File: src/rtl/spi_note_receiver_if.sv
// spi_note_receiver_if: SPI pins plus the note strobe bundle handed to
// voice_controller.
//   slave  : the receiver side (takes SPI pins, drives note fields)
//   master : host / consumer side (drives SPI pins, observes note fields)
interface spi_note_receiver_if;
  logic        i_sclk;
  logic        i_cs_n;
  logic        i_mosi;
  logic        o_miso;
  logic        o_SPI_flag;
  logic        o_SPI_note_status;
  logic [7:0]  o_SPI_voice_index;
  logic [7:0]  o_SPI_velocity;
  logic [31:0] o_SPI_tuning_code;
  logic        o_frame_err;

  modport slave (
    input  i_sclk, i_cs_n, i_mosi,
    output o_miso, o_SPI_flag, o_SPI_note_status, o_SPI_voice_index,
           o_SPI_velocity, o_SPI_tuning_code, o_frame_err
  );

  modport master (
    output i_sclk, i_cs_n, i_mosi,
    input  o_miso, o_SPI_flag, o_SPI_note_status, o_SPI_voice_index,
           o_SPI_velocity, o_SPI_tuning_code, o_frame_err
  );
endinterface

File: src/rtl/spi_note_receiver.sv
// spi_note_receiver: SPI mode-0 slave that decodes 56-bit note frames
// {cmd, voice, velocity, tuning[31:0]} into a one-cycle o_SPI_flag strobe
// with registered, held fields. Malformed frames pulse o_frame_err instead.
// Everything runs in i_clk; SPI pins are oversampled through synchronizers.
//   i_clk   : system clock
//   i_reset : asynchronous active-low reset
//   bus     : spi_note_receiver_if.slave (SPI pins + note outputs)
// Optional: define SPI_STATUS_EN to return {last_frame_ok,0,frame_count}
// on o_miso during byte0; otherwise o_miso is tied low.
module spi_note_receiver #(
  parameter int NUM_VOICES  = 8,
  parameter int SYNC_STAGES = 2
) (
  input  logic i_clk,
  input  logic i_reset,
  spi_note_receiver_if.slave bus
);

  typedef enum logic [1:0] {IDLE, SHIFT, CHECK} state_e;

  state_e                 state_q, state_d;
  logic [SYNC_STAGES-1:0] sclk_sync_q, sclk_sync_d;
  logic [SYNC_STAGES-1:0] cs_sync_q, cs_sync_d;
  logic [SYNC_STAGES-1:0] mosi_sync_q, mosi_sync_d;
  logic                   sclk_prev_q, sclk_prev_d;
  logic                   cs_prev_q, cs_prev_d;
  logic [5:0]             cnt_q, cnt_d;
  logic [55:0]            sh_q, sh_d;
  logic                   flag_q, flag_d;
  logic                   err_q, err_d;
  logic                   status_q, status_d;
  logic [7:0]             vidx_q, vidx_d;
  logic [7:0]             vel_q, vel_d;
  logic [31:0]            tune_q, tune_d;

  logic sclk_s, cs_s, mosi_s;
  logic sclk_rise, cs_fall, cs_rise, frame_ok;

  assign sclk_s    = sclk_sync_q[SYNC_STAGES-1];
  assign cs_s      = cs_sync_q[SYNC_STAGES-1];
  assign mosi_s    = mosi_sync_q[SYNC_STAGES-1];
  assign sclk_rise = sclk_s & ~sclk_prev_q;
  assign cs_fall   = ~cs_s & cs_prev_q;
  assign cs_rise   = cs_s & ~cs_prev_q;

  assign frame_ok = (cnt_q == 6'd56) &&
                    (sh_q[55:48] == 8'h90 || sh_q[55:48] == 8'h80) &&
                    (int'(sh_q[47:40]) < NUM_VOICES);

`ifdef SPI_STATUS_EN
  logic       sclk_fall;
  logic [5:0] fcnt_q, fcnt_d;
  logic       last_ok_q, last_ok_d;
  logic [7:0] miso_sr_q, miso_sr_d;
  assign sclk_fall  = ~sclk_s & sclk_prev_q;
  // Status byte only drives the line while byte0 is on the wire.
  assign bus.o_miso = (state_q == SHIFT && cnt_q < 6'd8) ? miso_sr_q[7] : 1'b0;
`else
  assign bus.o_miso = 1'b0;
`endif

  always_comb begin
    state_d     = state_q;
    sclk_sync_d = {sclk_sync_q[SYNC_STAGES-2:0], bus.i_sclk};
    cs_sync_d   = {cs_sync_q[SYNC_STAGES-2:0], bus.i_cs_n};
    mosi_sync_d = {mosi_sync_q[SYNC_STAGES-2:0], bus.i_mosi};
    sclk_prev_d = sclk_s;
    cs_prev_d   = cs_s;
    cnt_d       = cnt_q;
    sh_d        = sh_q;
    flag_d      = 1'b0;
    err_d       = 1'b0;
    status_d    = status_q;
    vidx_d      = vidx_q;
    vel_d       = vel_q;
    tune_d      = tune_q;
`ifdef SPI_STATUS_EN
    fcnt_d      = fcnt_q;
    last_ok_d   = last_ok_q;
    miso_sr_d   = miso_sr_q;
`endif
    case (state_q)
      IDLE: begin
        cnt_d = '0;
        if (cs_fall) begin
          state_d = SHIFT;
`ifdef SPI_STATUS_EN
          miso_sr_d = {last_ok_q, 1'b0, fcnt_q};
`endif
        end
      end
      SHIFT: begin
        // cs_n rise wins over a coincident sclk edge
        if (cs_rise) begin
          state_d = CHECK;
        end else begin
          if (sclk_rise) begin
            sh_d = {sh_q[54:0], mosi_s};
            if (cnt_q != 6'd63) cnt_d = cnt_q + 6'd1;
          end
`ifdef SPI_STATUS_EN
          if (sclk_fall) miso_sr_d = {miso_sr_q[6:0], 1'b0};
`endif
        end
      end
      CHECK: begin
        // a cs_n fall seen here is dropped; the host must re-select
        state_d = IDLE;
        if (frame_ok) begin
          flag_d   = 1'b1;
          status_d = (sh_q[55:48] == 8'h90);
          vidx_d   = sh_q[47:40];
          vel_d    = sh_q[39:32];
          tune_d   = sh_q[31:0];
        end else begin
          err_d = 1'b1;
        end
`ifdef SPI_STATUS_EN
        last_ok_d = frame_ok;
        if (frame_ok) fcnt_d = fcnt_q + 6'd1;
`endif
      end
      default: state_d = IDLE;
    endcase
  end

  // cs_n synchronizer/previous value reset low: a frame already running at
  // reset release produces no falling edge and is ignored until cs_n idles.
  always_ff @(posedge i_clk or negedge i_reset) begin
    if (!i_reset) begin
      state_q     <= IDLE;
      sclk_sync_q <= '0;
      cs_sync_q   <= '0;
      mosi_sync_q <= '0;
      sclk_prev_q <= 1'b0;
      cs_prev_q   <= 1'b0;
      cnt_q       <= '0;
      sh_q        <= '0;
      flag_q      <= 1'b0;
      err_q       <= 1'b0;
      status_q    <= 1'b0;
      vidx_q      <= '0;
      vel_q       <= '0;
      tune_q      <= '0;
`ifdef SPI_STATUS_EN
      fcnt_q      <= '0;
      last_ok_q   <= 1'b0;
      miso_sr_q   <= '0;
`endif
    end else begin
      state_q     <= state_d;
      sclk_sync_q <= sclk_sync_d;
      cs_sync_q   <= cs_sync_d;
      mosi_sync_q <= mosi_sync_d;
      sclk_prev_q <= sclk_prev_d;
      cs_prev_q   <= cs_prev_d;
      cnt_q       <= cnt_d;
      sh_q        <= sh_d;
      flag_q      <= flag_d;
      err_q       <= err_d;
      status_q    <= status_d;
      vidx_q      <= vidx_d;
      vel_q       <= vel_d;
      tune_q      <= tune_d;
`ifdef SPI_STATUS_EN
      fcnt_q      <= fcnt_d;
      last_ok_q   <= last_ok_d;
      miso_sr_q   <= miso_sr_d;
`endif
    end
  end

  assign bus.o_SPI_flag        = flag_q;
  assign bus.o_frame_err       = err_q;
  assign bus.o_SPI_note_status = status_q;
  assign bus.o_SPI_voice_index = vidx_q;
  assign bus.o_SPI_velocity    = vel_q;
  assign bus.o_SPI_tuning_code = tune_q;

endmodule
File: src/flat_wrapper.sv
// flat-port wrapper written by rule: the top's interface ports become plain ports
module spi_note_receiver_flat 
#(
  parameter int NUM_VOICES  = 8,
  parameter int SYNC_STAGES = 2
)
  (i_clk, i_reset, bus_i_sclk, bus_i_cs_n, bus_i_mosi, bus_o_miso, bus_o_SPI_flag, bus_o_SPI_note_status, bus_o_SPI_voice_index, bus_o_SPI_velocity, bus_o_SPI_tuning_code, bus_o_frame_err);
  spi_note_receiver_if bus_i ();
  input  logic i_clk;
  input  logic i_reset;
  input wire logic [$bits(bus_i.i_sclk)-1:0] bus_i_sclk;
  input wire logic [$bits(bus_i.i_cs_n)-1:0] bus_i_cs_n;
  input wire logic [$bits(bus_i.i_mosi)-1:0] bus_i_mosi;
  output wire logic [$bits(bus_i.o_miso)-1:0] bus_o_miso;
  output wire logic [$bits(bus_i.o_SPI_flag)-1:0] bus_o_SPI_flag;
  output wire logic [$bits(bus_i.o_SPI_note_status)-1:0] bus_o_SPI_note_status;
  output wire logic [$bits(bus_i.o_SPI_voice_index)-1:0] bus_o_SPI_voice_index;
  output wire logic [$bits(bus_i.o_SPI_velocity)-1:0] bus_o_SPI_velocity;
  output wire logic [$bits(bus_i.o_SPI_tuning_code)-1:0] bus_o_SPI_tuning_code;
  output wire logic [$bits(bus_i.o_frame_err)-1:0] bus_o_frame_err;
  assign bus_i.i_sclk = bus_i_sclk;
  assign bus_i.i_cs_n = bus_i_cs_n;
  assign bus_i.i_mosi = bus_i_mosi;
  assign bus_o_miso = bus_i.o_miso;
  assign bus_o_SPI_flag = bus_i.o_SPI_flag;
  assign bus_o_SPI_note_status = bus_i.o_SPI_note_status;
  assign bus_o_SPI_voice_index = bus_i.o_SPI_voice_index;
  assign bus_o_SPI_velocity = bus_i.o_SPI_velocity;
  assign bus_o_SPI_tuning_code = bus_i.o_SPI_tuning_code;
  assign bus_o_frame_err = bus_i.o_frame_err;
  spi_note_receiver #(.NUM_VOICES(NUM_VOICES), .SYNC_STAGES(SYNC_STAGES)) u_core (.i_clk(i_clk), .i_reset(i_reset), .bus(bus_i));
endmodule
File: config.mk
export PLATFORM = sky130hd
export DESIGN_NAME = spi_note_receiver_flat
export DESIGN_NICKNAME = d
export VERILOG_FILES = /design/src/rtl/spi_note_receiver_if.sv /design/src/rtl/spi_note_receiver.sv /design/src/flat_wrapper.sv
export SDC_FILE = /design/constraint.sdc
export NUM_CORES = 1
export LEC_CHECK = 0
export ABC_AREA = 1
export CORE_ASPECT_RATIO = 0.75
export CORE_MARGIN = 10
export CORE_UTILIZATION = 55
export DETAILED_ROUTE_END_ITERATION = 6
export GPL_ROUTABILITY_DRIVEN = 0
export PLACE_DENSITY_LB_ADDON = 0.1
export SETUP_SLACK_MARGIN = 0.5
export SLEW_MARGIN = 20
export SYNTH_ARGS = -nofsm -noshare
export SYNTH_HDL_FRONTEND = slang
export SYNTH_SLANG_ARGS = --single-unit
export TNS_END_PERCENT = 1
File: constraint.sdc
create_clock -name i_clk -period 1.9 [get_ports i_clk]
set_clock_uncertainty 0.1 [all_clocks]
set_input_delay 0.285 -clock i_clk [delete_from_list [all_inputs] [get_ports i_clk]]
set_output_delay 0.285 -clock i_clk [all_outputs]
set_load 0.05 [all_outputs]
==> After elaboration in Yosys (flattened, before gate mapping) <==
Index checks and enable logic that the tools add are counted.
{ "totals": {"regBits": 123, "in_bits": 5} }
{ "op_classes": {"n_addsub": 1, "n_lt_le_gt_ge": 1, "n_eq_ne": 11, "n_mux": 11, "bitwise": 7, "reduce_logical": 9} }
{ "op_table": {"columns": ["operator", "n"], "rows": [
  ["6-bit two-way mux", 3],
  ["8-bit == test, second input constant", 2],
  ["6-bit case mux with 2 select lines", 1],
  ["8-bit by 4-bit less-than comparator with 1-bit output, second input constant", 1],
  ["2-bit by 1-bit != test with 1-bit output, second input constant", 4],
  ["6-bit by 1-bit adder with 6-bit output, second input constant", 1],
  ["6-bit == test, second input constant", 1],
  ["6-bit != test, second input constant", 1],
  ["1-bit two-way mux", 4],
  ["2-bit two-way mux", 2],
  ["1-bit NOT", 4],
  ["2-bit case mux with 2 select lines", 1],
  ["2-bit AND reduction", 2],
  ["4-bit AND reduction", 1],
  ["1-bit bitwise AND", 3],
  ["3-bit AND reduction", 1],
  ["2-bit by 1-bit == test with 1-bit output, second input constant", 1],
  ["2-bit == test, second input constant", 1],
  ["1-bit logical AND", 2],
  ["2-bit logical NOT", 1],
  ["2-bit != test, second input constant", 1],
  ["2-bit nonzero test", 1],
  ["1-bit logical OR", 1]
]} }

==> Longest topological paths before layout <==
Gate-level depths: netlist of the first run.
{ "depth": {"depth_word": 6, "mapped_depth": 9, "mapped_depth_nobuf": 8} }

==> Worst setup path after synthesis of the first run <==
Ideal clock, no wire load.
{ "synth_path": {"kind": "register to register", "startpoint": "register u_core.cnt_q[0]", "endpoint": "register u_core.tune_q[26], in the netlist u_core.bus.o_SPI_tuning_code[26]", "setup_ns": 0.118, "t_arrival_ns": 1.354, "required_ns": 1.682, "path_slack_ns": 0.328, "path_stages_with_launch": 10, "period_less_slack_ns": 1.572, "cell_sequence": "dfrtp_1 -> inv_1 -> ha_1 -> nand3_1 -> nor2_2 -> nand4_2 -> buf_6 -> buf_6 -> nand2_1 -> nand2_1"} }
{ "synth_via": {"elab_chain_cells": 4} }
{ "synth_rtl": {"columns": ["item", "line_no", "text"], "rows": [
  ["from (decl)", "spi_note_receiver.sv:27", "logic [5:0] cnt_q, cnt_d;"],
  ["from (signal assigned)", "spi_note_receiver.sv:157", "cnt_q <= cnt_d;"],
  ["6-bit == test", "spi_note_receiver.sv:46", "assign frame_ok = (cnt_q == 6'd56) &&"],
  ["1-bit logical AND", "spi_note_receiver.sv:46", null],
  ["1-bit logical AND", "spi_note_receiver.sv:47", "(sh_q[55:48] == 8'h90 || sh_q[55:48] == 8'h80) &&"],
  ["2-bit AND reduction (no source line)", null, null],
  ["to (signal assigned)", "spi_note_receiver.sv:164", "tune_q <= tune_d;"],
  ["to (decl)", "spi_note_receiver.sv:34", "logic [31:0] tune_q, tune_d;"]
]} }
No other way between the ends.
A chain may end at the register's enable or synchronous reset.

==> Worst setup path in the final report of the first run <==
{ "layout_path": {"startpoint": "register u_core.cnt_q[0]", "endpoint": "register u_core.tune_q[22], in the netlist u_core.bus.o_SPI_tuning_code[22]"} }
The elaborated chain is that of the path after synthesis.

==> qor.txt, run 1 <==
Final period util -> 86.6%
mean routed wirelength per cell -> 15.6 um
Residual DRC -> 0
Power, Total -> 6.81 mW
CP max stage cell -> dfrtp_1
Buf/Inv on CP -> 3
clk buf depth -> 2
Routed WL -> 11.4 mm
final max-slew violation count -> 0
ratio of cells with drive above 1 in the final layout -> 20.4%
hold slack final -> 0.180 ns
IO Pins -> 57
Final setup viols -> 0
share of the synthesized area in the top cell type -> 62.1%
RSZ-0062 raised after global routing -> true
#FFs+latches synth -> 123
CP startpoint -> u_core.cnt_q[0]
core area -> 8600 um^2
starting density of the core -> 57.6%
first-pass GRT wire length -> 19.2 mm
maximum vdd drop -> 0.590 mV
site row count -> 29
fin nets -> 621
overflow left after global routing -> 0
Syn. warnings -> 0
number of enable flip-flop cells after synthesis -> 0
Area contributors post-synth -> dfrtp_1 62%, nand2_1 16%, nand3_1 9.9%, inv_1 1.6%, o21ai_0 1.4%
Num CTS Buffers -> 17
largest net degree at the start of global routing -> 66
Max FO, Critical Path -> 13
IO buf count -> 55
Antenna Violating Nets Remaining -> 0
CTS sink cnt -> 123
Die X-Extent -> 130 um
cells on worst reg2reg path -> 10
post-synthesis cell count -> 545
CP startpoint kind -> flop
minimum period implied by the final worst setup slack -> 1.65 ns
die outline area -> 13200 um^2
CP Capture Type -> flop
WS Path Type -> reg2reg
status -> finished, final reports clean
final hold vios -> 0
Met1 Wirelength -> 5.31 mm
vias in the first global route -> 3908
Max Cap Viol -> 0
metal3 WL -> 696 um
htree depth -> 4
drt first pass iters -> 5
fill cell count -> 609
R2R Setup Slk -> 0.25 ns
top_reg_cell synth -> dfrtp_1
vias per inst -> 5.33
reg2reg end -> u_core.bus.o_SPI_tuning_code[22]
Post-Syn Nets -> 552
Critical Path Sink -> u_core.bus.o_SPI_tuning_code[22]
WL met2 -> 5.30 mm
Netlist cell types -> 25
Worst R2R Start -> u_core.cnt_q[0]
CP peak stage delay -> 0.37 ns
hpwl dp -> 6.76 mm
class of the worst hold path -> in2async
CTS Root Cell -> clkbuf_16
cell area after synthesis -> 4950 um^2
DR top layer -> met4
die height -> 102 um
fin worst setup slack -> 0.255 ns
Static Leak -> 3.52 nW
Pwr Density -> 1070 nW/um^2
f_max -> 608 MHz
number of cells on the critical path -> 10
Avg Inst Size Synth -> 9.09 um^2
Arr. time, crit path -> 1.90 ns
area leader, netlist -> dfrtp_1
Seq/Total Area, Yosys -> 62.1%
n_diodes -> 0
GRT Resource Usage Total -> 18.4%
Critical Path RT -> 2.15 ns
Syn-to-layout area delta -> 28.2%
sequence of cells on the critical path -> inv_1, ha_2, nand3_2, nor2_4, nand2_4, nor2_8, buf_4, buf_12, nand3_1, nand2_1
vias -> 3920
initial antenna violation count -> 0
pre-CTS setup slack -> 0.192 ns
initial drt markers -> 375
setup TNS -> 0 ns
Clock Latency Late Sink -> 0.42 ns
clock-pin slew on the worst setup and hold paths -> 0.06 ns
TritonCTS clock tree -> built
FFs w/ async S/R, synth -> 100%
CP top delay family -> simple AND/OR/NAND/NOR gates
cell usage after synthesis, types with 4 or more instances:
master	n
dfrtp_1	123
nand2_1	216
buf_6	6
inv_1	21
nand3_1	98
buf_2	11
nor2_1	16
clkbuf_1	13
o21ai_0	14
inv_2	4
sequential cells by signal (all words and copies together) (netlist names):
name / cells
u_core.state_q: 2
u_core.cs_prev_q: 1
u_core.cs_sync_q: 2
u_core.sh_q: 56
u_core.bus.o_SPI_flag: 1
u_core.sclk_sync_q: 2
u_core.bus.o_frame_err: 1
u_core.bus.o_SPI_tuning_code: 32
u_core.bus.o_SPI_voice_index: 8
u_core.mosi_sync_q: 2
u_core.bus.o_SPI_velocity: 8
u_core.cnt_q: 6
u_core.bus.o_SPI_note_status: 1
u_core.sclk_prev_q: 1
routing by layer:
metal  vias to the layer above  global-route usage (%)
met5                         -                       0
met4                         0                    6.29
met3                        15                    6.36
met2                       110                    28.5
met1                      1919                    23.8
li1                       1876                       -
layout by cell type (no fill, tap or decap), types with 2 or more instances in the layout:
cell type / synthesis / final
inv_1: 21 / 21
nand3_1: 98 / 96
clkbuf_16: 0 / 17
inv_2: 4 / 4
clkinvlp_4: 0 / 5
clkinv_4: 0 / 3
clkdlybuf4s50_1: 0 / 3
dfrtp_1: 123 / 123
nand4_1: 2 / 2
nand2_1: 216 / 214
buf_12: 0 / 6
nor2_1: 16 / 15
nand2_4: 0 / 2
bufinv_16: 0 / 3
buf_4: 1 / 62
buf_16: 0 / 3
o21ai_0: 14 / 14
nand3_2: 1 / 3
nor2_4: 1 / 4
clkdlybuf4s15_2: 0 / 2
nor3_1: 3 / 3
a21oi_1: 3 / 3
buf_6: 6 / 4
clkbuf_8: 0 / 2
per-stage QoR:
stage / std cells / area, um^2 / utilization (%)
detailed placement: 691 / 5510 / 64.1
finish: 735 / 6350 / 73.9
CTS: 735 / 6350 / 73.9
floorplan: 545 / 4960 / -
global route: 735 / 6350 / 73.9
global placement: 691 / 5510 / 64.1
where the power goes:
part	leakage, nW	internal, mW	switching [mW]
registers	1.68	2.78	0.124
clock network	0.288	2.14	1.19
logic	1.55	0.171	0.410
worst min path at each step:
stage,start,to,slack (ns),depth (start not counted)
after floorplan,i_reset,u_core.bus.o_SPI_flag,-0.11,0
after global placement,i_reset,u_core.bus.o_SPI_flag,0.07,1
after detailed placement,i_reset,u_core.sh_q[47],0.07,1
after CTS,i_reset,u_core.bus.o_SPI_velocity[5],0.18,2
after global routing,bus_i_cs_n,u_core.cs_sync_q[0],0.19,1
final,i_reset,u_core.bus.o_SPI_velocity[5],0.18,2
layout make-up:
cell class | count | area [um^2] | area share, %
repair buffers | 81 | 776 | 12.2
well taps | 108 | 135 | 2.13
inverters | 25 | 93.8 | 1.48
flip-flops and latches | 123 | 3080 | 48.5
clock inverters | 13 | 168 | 2.64
multi-input cells | 366 | 1650 | 26.0
clock buffers | 19 | 453 | 7.13
repair_timing:
action	4_1_cts	5_1_grt
hold buffers	1	0
endpoints found under the setup margin	121	142
pin swaps	7	0
gates resized for setup	22	0
buffers inserted	8	0
hold endpoints to repair	115	0
gates cloned	3	0
cell families after synthesis:
| logic type | after synthesis | synth area share, % |
|---|---|---|
| and+or+nand+nor | 345 | 29.9 |
| DFF | 123 | 62.1 |
| buffers and inverters | 56 | 5.51 |
| AOI/OAI and AO/OA | 17 | 1.72 |
| adders and majority gates | 2 | 0.505 |
| xor gates and xnor gates | 1 | 0.177 |
| other | 1 | 0.0757 |
Power figures use the tool's default switching activity.
==> run 2, diff against run 1 <==
--- a/config.mk
+++ b/config.mk
@@ -6,10 +6,12 @@
 export NUM_CORES = 1
 export LEC_CHECK = 0
 export ABC_AREA = 1
+export CAP_MARGIN = 20
 export CORE_ASPECT_RATIO = 0.75
 export CORE_MARGIN = 10
-export CORE_UTILIZATION = 55
+export CORE_UTILIZATION = 44
 export DETAILED_ROUTE_END_ITERATION = 6
+export DONT_BUFFER_PORTS = 1
 export GPL_ROUTABILITY_DRIVEN = 0
 export PLACE_DENSITY_LB_ADDON = 0.1
 export SETUP_SLACK_MARGIN = 0.5
==> run 2 against run 1 <==
  * The flow now finishes with violations (negative hold slack)
  * Design area down 5.6%
  * Die area rose by 20%
  * Sequential share of layout area up 2.9 points
  * Wire length down 5.2%
  * Final cell count fell by 3.1%
  * Largest cell class unchanged
  * Critical endpoint is now u_core.bus.o_SPI_velocity[6]
  * Non-clock buffer count shrank 55
  * Sequential power hardly changed
==> qor.txt, run 2 (synthesized netlist as in run 1, its figures left out) <==
ratio of cells with drive above 1 in the final layout -> 14.2% (-6.3 points)
Clock Latency Late Sink -> 0.41 ns (about the same)
Syn-to-layout area delta -> 21.0%
Worst R2R Start -> u_core.cnt_q[1]
Clk pwr share -> 51.2% (+2.3 points)
n_diodes -> 0 (unchanged)
most frequent cells in the layout -> 214 x nand2_1, 123 x dfrtp_1, 89 x nand3_1
maximum vdd drop -> 0.637 mV (+8.0%)
RSZ-0062 raised after global routing -> true
CTS sink cnt -> 123 (unchanged)
CP top delay family -> simple AND/OR/NAND/NOR gates
Seq pwr share -> 41.8% (-0.8 points)
final hold vios -> 123 (+123)
initial drt markers -> 300 (-20%)
CP startpoint -> u_core.cnt_q[1]
Critical Path Sink -> u_core.bus.o_SPI_velocity[6]
number of cells on the critical path -> 10 (unchanged)
vias per inst -> 5.07 (-4.9%)
clock-pin slew on the worst setup and hold paths -> 0.06 ns (about the same)
mean routed wirelength per cell -> 15.2 um (-2.1%)
starting density of the core -> 45.1% (-13 points)
register area -> 3080 um^2 (unchanged)
Most flops, register -> u_core.sh_q
WS Path Type -> reg2reg
max reg flops -> 56 (unchanged)
GRT Resource Usage Total -> 14.8% (-3.6 points)
CTS Root Cell -> clkbuf_16
largest net degree at the start of global routing -> 124 (+88%)
R2R Setup Slk -> 0.20 ns (-0.06 ns)
CP peak stage delay -> 0.41 ns (+0.04 ns)
Pwr Density -> 1160 nW/um^2 (+8.0%)
die height -> 112 um (+9.5%)
htree depth -> 4 (unchanged)
class of the worst hold path -> in2async
minimum period implied by the final worst setup slack -> 1.70 ns (+0.0551 ns)
Antenna Violating Nets Remaining -> 0 (unchanged)
fill cell count -> 987 (+62%)
final max-slew violation count -> 0 (unchanged)
CP startpoint kind -> flop
Final setup viols -> 0 (unchanged)
vias -> 3611 (-7.9%)
CP Capture Type -> flop
CP max stage cell -> dfrtp_1
vias in the first global route -> 3626 (-7.2%)
site row count -> 33 (+14%)
first-pass GRT wire length -> 18.8 mm (-2.2%)
Max Cap Viol -> 0 (unchanged)
f_max -> 588 MHz (-3.2%)
violated checks -> negative hold slack
Max FO, Critical Path -> 8 (-5)
fin nets -> 566 (-8.9%)
IO buf count -> 0 (-100%)
TritonCTS clock tree -> built
multi-input logic area -> 1670 um^2 (+1.5%)
Static Leak -> 3.23 nW (-8.4%)
hold slack final -> -0.536 ns (-0.717 ns)
Post-CTS Hold Fix Bufs -> 3 (+2)
die outline area -> 15900 um^2 (+20%)
Die X-Extent -> 143 um (+10%)
cells on worst reg2reg path -> 10 (unchanged)
Power, Total -> 6.94 mW (+1.9%)
Int Power -> 5.30 mW (+4.2%)
Critical Path RT -> 2.15 ns (about the same)
Buf/Inv on CP -> 3 (unchanged)
initial antenna violation count -> 0 (unchanged)
Final period util -> 89.5% (+2.9 points)
IO Pins -> 57 (unchanged)
Routed WL -> 10.8 mm (-5.2%)
Arr. time, crit path -> 1.95 ns (+0.05 ns)
sw power -> 1.65 mW (-4.6%)
fraction of power consumed by combinational cells -> 7.0% (-1.5 points)
Slew @ Worst Pin -> 0.543 ns
Sw Ratio -> 23.7% (-1.6 points)
status -> complete, but fails checks
setup TNS -> 0 ns (unchanged)
commonest non-fill, non-tap cell in the layout -> nand2_1
hpwl dp -> 6.56 mm (-2.9%)
Residual DRC -> 0 (unchanged)
Num CTS Buffers -> 17 (unchanged)
core area -> 11000 um^2 (+28%)
overflow left after global routing -> 0 (unchanged)
reg2reg end -> u_core.bus.o_SPI_velocity[6]
sequence of cells on the critical path -> inv_1, ha_2, nand3_2, nor2_4, nand2_4, nor2_8, buf_12, buf_12, nand3_2, nand2_2
relative slew slack -> 63.8%
clk buf depth -> 2 (unchanged)
drt first pass iters -> 4 (-1)
[run 2: cell type report]
| class | count | area share (%) |
|---|---|---|
| Clock buffer | 18 | 7.32 |
| Inverter | 25 | 1.56 |
| Tap cell | 140 | 2.92 |
| Sequential cell | 123 | 51.3 |
| Multi-Input combinational cell | 366 | 27.9 |
| Timing Repair Buffer | 26 | 5.30 |
| Clock inverter | 14 | 3.65 |
[run 2: per-layer routing]
layer | routed length [um] | up-vias | GRT usage, %
li1 | - | 1764 | -
met1 | 4980 | 1771 | 19.6
met2 | 5070 | 69 | 21.7
met3 | 679 | 7 | 5.44
met4 | 119 | 0 | 5.21
met5 | 0 | - | 0
[run 2: worst register-to-register path, delay by kind of cell, from the launching register on]
family                   cells  cell delay (ns)
buffers and inverters        3             0.35
flip-flops                   1             0.41
adder cells (fa/ha/maj)      1             0.18
AND/OR/NAND/NOR              6             0.61
[run 2: what timing repair did]
action                     in CTS  in global routing
pin swaps                       5                  8
setup endpoints to repair     155                159
hold endpoints to repair      126                123
gates cloned                    2                  1
setup buffers                   8                  0
gates resized for setup         8                  7
[run 2: how the worst min path moves through the flow]
stage | to | slack (ns) | start
floorplan | u_core.bus.o_SPI_flag | -0.11 | i_reset
global placement | u_core.bus.o_SPI_velocity[3] | -0.10 | i_reset
CTS | u_core.sh_q[34] | -0.55 | i_reset
finish | u_core.bus.o_SPI_velocity[2] | -0.54 | i_reset
detailed placement | u_core.bus.o_SPI_velocity[2] | -0.10 | i_reset
global route | u_core.bus.o_SPI_velocity[2] | -0.56 | i_reset
[run 2: power by group through the flow]
stage               sequential, mW  combinational, mW  clock [mW]
finish                        2.90              0.488        3.55
global placement              2.94              0.460           0
detailed placement            2.95              0.471           0
global route                  2.92              0.567        3.76
CTS                           2.90              0.489        3.63
floorplan                     2.91              0.368           0
[run 2: through the flow]
step	std cells	cell area [um^2]	utilization, %	setup slack, ns
2_1_floorplan	545	4960	-	0.348
3_3_place_gp	666	5080	46.3	0.244
3_5_place_dp	666	5080	46.3	0.204
4_1_cts	711	5940	54.1	0.213
5_1_grt	712	6000	54.6	0.0907
6_report	712	6000	54.6	0.199
